[config.mk]
export PLATFORM = sky130hd
export DESIGN_NAME = rlbp_code_rx
export DESIGN_NICKNAME = d
export VERILOG_FILES = /design/src/rtl/rlbp_code_rx_pkg.sv /design/src/rtl/rlbp_rx_shreg.sv /design/src/rtl/rlbp_code_rx.sv
export SDC_FILE = /design/constraint.sdc
export NUM_CORES = 1
export LEC_CHECK = 0
export BUFFER_PORTS_ARGS = -buffer_cell sky130_fd_sc_hd__buf_2
export CAP_MARGIN = 20
export CORE_MARGIN = 2
export CORE_UTILIZATION = 46
export DETAILED_ROUTE_END_ITERATION = 10
export GPL_ROUTABILITY_DRIVEN = 1
export PLACE_DENSITY = 0.79
export SKIP_CTS_REPAIR_TIMING = 1
export SYNTH_ARGS = -nofsm -noshare
export SYNTH_HDL_FRONTEND = slang
export SYNTH_SLANG_ARGS = --single-unit
export TNS_END_PERCENT = 5
[constraint.sdc]
create_clock -name clk -period 1.6 [get_ports clk]
set_clock_uncertainty 0.1 [all_clocks]
set_input_delay 0.16 -clock clk [delete_from_list [all_inputs] [get_ports clk]]
set_output_delay 0.16 -clock clk [all_outputs]
set_load 0.05 [all_outputs]
[src/rtl/rlbp_code_rx_pkg.sv]
// Shared definitions for the RLBP serial code receiver.
package rlbp_code_rx_pkg;

    localparam int unsigned DefWidth      = 8;
    localparam int unsigned DefRdyTimeout = 4;
    localparam int unsigned DefCntW       = 8;

    typedef enum logic [2:0] {
        StIdle    = 3'd0,
        StArm     = 3'd1,
        StShift   = 3'd2,
        StWaitRdy = 3'd3,
        StHold    = 3'd4
    } state_e;

endpackage

[src/rtl/rlbp_rx_shreg.sv]
// Indexed-write capture register: one bit written per enabled edge at idx_i.
module rlbp_rx_shreg
    import rlbp_code_rx_pkg::*;
#(
    parameter int unsigned WIDTH = DefWidth,
    parameter int unsigned IDX_W = (WIDTH > 1) ? $clog2(WIDTH) : 1
) (
    input  logic             clk_i,
    input  logic             rst_i,
    input  logic             clr_i,
    input  logic             we_i,
    input  logic [IDX_W-1:0] idx_i,
    input  logic             bit_i,
    output logic [WIDTH-1:0] q_o
);

    logic [WIDTH-1:0] q_d, q_q;

    always_comb begin
        q_d = q_q;
        if (clr_i) begin
            q_d = '0;
        end else if (we_i) begin
            q_d[idx_i] = bit_i;
        end
    end

    always_ff @(posedge clk_i or posedge rst_i) begin
        if (rst_i) begin
            q_q <= '0;
        end else begin
            q_q <= q_d;
        end
    end

    assign q_o = q_q;

endmodule

[src/rtl/rlbp_code_rx.sv]
// Receives one LSB-first code frame from the P2S stage and offers it downstream
// over a valid/ack handshake. Outputs are registers or pure state decodes.
module rlbp_code_rx
    import rlbp_code_rx_pkg::*;
#(
    parameter int unsigned WIDTH       = DefWidth,
    parameter int unsigned RDY_TIMEOUT = DefRdyTimeout,
    parameter int unsigned CNT_W       = DefCntW
) (
    input  logic             clk,
    input  logic             reset,
    input  logic             start_i,
    input  logic             abort_i,
    input  logic             s_data_i,
    input  logic             src_ready_i,
    output logic             en_o,
    output logic [WIDTH-1:0] code_o,
    output logic             code_valid_o,
    input  logic             code_ack_i,
    output logic             busy_o,
    output logic             err_o,
    output logic [CNT_W-1:0] frame_cnt_o
);

    localparam int unsigned BitW = (WIDTH > 1) ? $clog2(WIDTH) : 1;
    localparam int unsigned TmoW = $clog2(RDY_TIMEOUT + 1);

    state_e           state_d, state_q;
    logic [BitW-1:0]  bitcnt_d, bitcnt_q;
    logic [TmoW-1:0]  tmo_d, tmo_q;
    logic             err_d, err_q;
    logic [CNT_W-1:0] cnt_d, cnt_q;
    logic [WIDTH-1:0] code_d, code_q;
    logic [WIDTH-1:0] sh_q;
    logic             sh_clr, sh_we;

    rlbp_rx_shreg #(
        .WIDTH (WIDTH),
        .IDX_W (BitW)
    ) u_shreg (
        .clk_i (clk),
        .rst_i (reset),
        .clr_i (sh_clr),
        .we_i  (sh_we),
        .idx_i (bitcnt_q),
        .bit_i (s_data_i),
        .q_o   (sh_q)
    );

    always_comb begin
        state_d  = state_q;
        bitcnt_d = bitcnt_q;
        tmo_d    = tmo_q;
        err_d    = err_q;
        cnt_d    = cnt_q;
        code_d   = code_q;
        sh_clr   = 1'b0;
        sh_we    = 1'b0;
        if (abort_i) begin
            state_d  = StIdle;
            bitcnt_d = '0;
            tmo_d    = '0;
        end else begin
            unique case (state_q)
                StIdle: begin
                    if (start_i) begin
                        state_d = StArm;
                        err_d   = 1'b0;
                        sh_clr  = 1'b1;
                    end
                end
                StArm: begin
                    state_d  = StShift;
                    bitcnt_d = '0;
                    tmo_d    = '0;
                end
                StShift: begin
                    sh_we    = 1'b1;
                    bitcnt_d = bitcnt_q + 1'b1;
                    if (bitcnt_q == BitW'(WIDTH - 1)) begin
                        bitcnt_d = '0;
                        state_d  = StWaitRdy;
                    end
                end
                StWaitRdy: begin
                    // The frame is complete in sh_q here; latch it so code_o only moves on entry to HOLD.
                    if (src_ready_i) begin
                        state_d = StHold;
                        code_d  = sh_q;
                        tmo_d   = '0;
                    end else if (tmo_q == TmoW'(RDY_TIMEOUT - 1)) begin
                        state_d = StHold;
                        code_d  = sh_q;
                        err_d   = 1'b1;
                        tmo_d   = '0;
                    end else begin
                        tmo_d = tmo_q + 1'b1;
                    end
                end
                StHold: begin
                    if (code_ack_i) begin
                        state_d = StIdle;
                        cnt_d   = cnt_q + 1'b1;
                    end
                end
                default: state_d = StIdle;
            endcase
        end
    end

    always_ff @(posedge clk or posedge reset) begin
        if (reset) begin
            state_q  <= StIdle;
            bitcnt_q <= '0;
            tmo_q    <= '0;
            err_q    <= 1'b0;
            cnt_q    <= '0;
            code_q   <= '0;
        end else begin
            state_q  <= state_d;
            bitcnt_q <= bitcnt_d;
            tmo_q    <= tmo_d;
            err_q    <= err_d;
            cnt_q    <= cnt_d;
            code_q   <= code_d;
        end
    end

    assign en_o         = (state_q == StArm) || (state_q == StShift) || (state_q == StWaitRdy);
    assign busy_o       = (state_q != StIdle);
    assign code_valid_o = (state_q == StHold);
    assign code_o       = code_q;
    assign err_o        = err_q;
    assign frame_cnt_o  = cnt_q;

endmodule

==> results.md <==
- Clock buffer depth: 2
- GRT overflow: 0
- Setup ws final: -0.0964 ns
- Initial antenna violation count: 0
- Nets@finish: 217
- Yosys warns: 0
- Compound-Gate Fraction of Synth Area: 0.129
- Remaining DRCs: 0
- EDFF count, synth: 0
- Worst setup EP type: output port
- Share of layout cells above drive strength 1: 0.435
- Setup Viol. Count Final: 20
- GR Util All Layers: 0.198
- Via count: 1,448
- Iteration count of the initial detailed-routing pass: 4
- Initial cell density of the core: 0.475
- Most frequent cells in the layout: dfrtp_1, buf_2, buf_4, a21oi_1, nand4_1
- Total Die Area: 4290 um^2
- Fillers: 292
- Reg2reg setup slack: -0.03 ns
- Clock Latency Late Sink: 0.30 ns
- Detailed placement HPWL: 2750 um
- LEAKAGE: 1.12 nW
- Die Span Y: 65.5 um
- WP data required: 1.34 ns
- Crit Path Max Fanout: 6
- Antenna-violating nets left: 0
- Rel. slew slack: 0.707
- Async SR Flop Fraction: 1.00
- Die width: 65.5 um
- Post-route cell area: 2390 um^2
- Row Count: 22
- Worst Hold Class: input pin to flop
- Commonest non-fill, non-tap cell in the layout: dfrtp_1
- Area Overhead vs Synth: 37.3%
- Mux cell area share after synthesis: 0.0583
- Global-route wire length before repair: 6380 um
- Root buffer cell: clkbuf_8
- Number of max-slew violations in the final report: 0
- Crit start category: flop
- Max frequency: 0.589 GHz
- Period utilization: 1.06
- Clock sink count: 34
- Peak VDD IR: 0.000755 V
- Post-Syn Area: 1740 um^2
- GPL Wtd Cong: 0.802
- Synth Area in XOR/XNOR: 0.0353
- Ports: 27
- Core ar.: 3660 um^2
- Status: complete, but fails checks
- Top_reg_cell synth: dfrtp_1
- Largest net degree at the start of global routing: 35
- Synthesized-area fraction occupied by and/or/nand/nor cells: 0.214
- Initial DRC count: 122
- Seq cells post-synth: 34
- Violated checks: setup timing
- RSZ-0062 raised after global routing: true
- Crit path DAT: 1.44 ns
- Placed cell areas: 2100 um^2
- Tot Pwr: 2.36 mW
- Shortest period the worst path allows: 1.70 ns
- Register area share after synthesis: 0.489
- # Max-Cap Violations: 0
- Crit path kind: flop to output port
- Diodes inserted: 0
- Post-Route WL: 4140 um
- Final Hold Fails: 0
- H-tree levels: 2
- TritonCTS Buffers: 5
- Power Dens Cells: 987 nW/um^2
- Adder-Cell Fraction of Synth Area: 0.0288
- Distinct cells, synth: 43
- Port-buffer cells: 26
- Syn Inst Count: 161
- Post-Syn Nets: 172
- TritonCTS clock tree: yes
- Vias in the first global route: 1,358
- Worst-path clk slew: 0.07 ns
- Slew of the pin with the lowest slew margin: 0.440 ns
- Largest family of logic cells by synthesized area: simple AND/OR/NAND/NOR gates
- Avg Inst Size Synth: 10.8 um^2
- Drt via density: 5.68
- Routed wire length per instance: 16.2 um
worst paths after layout:
check,cells after the start,to,start
min in group asynchronous,4,frame_cnt_o[1],reset
worst min-delay path,3,state_q[2],code_ack_i
worst min register to register,1,frame_cnt_o[7],frame_cnt_o[7]
worst max-delay path,3,code_valid_o,state_q[1]
max in group asynchronous,4,bitcnt_q[0],reset
worst max register to register,3,frame_cnt_o[1],state_q[1]
metal layers:
metal | GRT usage | part of all wire | wire (um) | vias up
met5 | 0 | 0 | 0 | -
met4 | 0.0547 | 0.015 | 63 | 0
met3 | 0.0651 | 0.043 | 180 | 5
met2 | 0.316 | 0.49 | 2020 | 36
met1 | 0.259 | 0.45 | 1870 | 727
li1 | - | - | - | 680
critical path, stage by stage, from the launching register on:
cell and delay (ns):
dfrtp_1 0.43, or3b_4 0.48, inv_4 0.09, buf_8 0.14
sequential cells by signal, summed over array words and instances, names as in the netlist:
name         flops
frame_cnt_o      8
bitcnt_q         3
u_shreg.q_o      8
code_o           8
err_o            1
tmo_q            3
state_q          3
cell families (layout without fill, tap and decap cells):
| logic type | Yosys count | in the layout |
|---|---|---|
| mux | 9 | 9 |
| flops | 34 | 34 |
| simple gates | 56 | 56 |
| buf+inv | 18 | 64 |
| xor+xnor | 7 | 7 |
| compound gates | 33 | 33 |
| fa+ha+maj | 4 | 4 |
power by group:
part | leakage [nW] | internal (mW) | switching [mW]
Sequential | 0.465 | 0.893 | 0.0435
Combinational | 0.589 | 0.163 | 0.268
Clock | 0.0714 | 0.664 | 0.326
through the flow:
stage / hold WS [ns] / setup TNS [ns] / util / cells / setup slack, ns
after floorplan: 0.202 / -0.377 / - / 161 / -0.0272
after global placement: 0.175 / -1.04 / 0.573 / 243 / -0.148
after detailed placement: 0.178 / -1.46 / 0.573 / 243 / -0.165
after CTS: -0.141 / -2.24 / 0.612 / 251 / -0.278
after global routing: 0.0928 / -1.90 / 0.652 / 255 / -0.134
final: 0.0890 / -0.507 / 0.652 / 255 / -0.0964
area by class of cell:
| cell class | count | area (um^2) | area share |
|---|---|---|---|
| flip-flops and latches | 34 | 851 | 0.356 |
| multi-input cells | 109 | 941 | 0.394 |
| inverters | 7 | 28.8 | 0.0121 |
| clock buffers | 6 | 82.6 | 0.0346 |
| clock inverters | 2 | 60.1 | 0.0252 |
| well taps | 48 | 60.1 | 0.0252 |
| repair buffers | 49 | 364 | 0.153 |
synth_stat cells (4+ instances only):
cell type | n | area, um^2
a21oi_1 | 13 | 65.1
o41ai_1 | 8 | 70.1
nor2_1 | 7 | 26.3
nor2b_1 | 7 | 43.8
dfrtp_1 | 34 | 851
mux2_2 | 9 | 101
xor2_1 | 7 | 61.3
nand2b_1 | 5 | 31.3
nand2_1 | 4 | 15.0
inv_1 | 6 | 22.5
ha_1 | 4 | 50.1
nand4_1 | 9 | 56.3
Note: power is estimated with default switching activity, not from simulation.
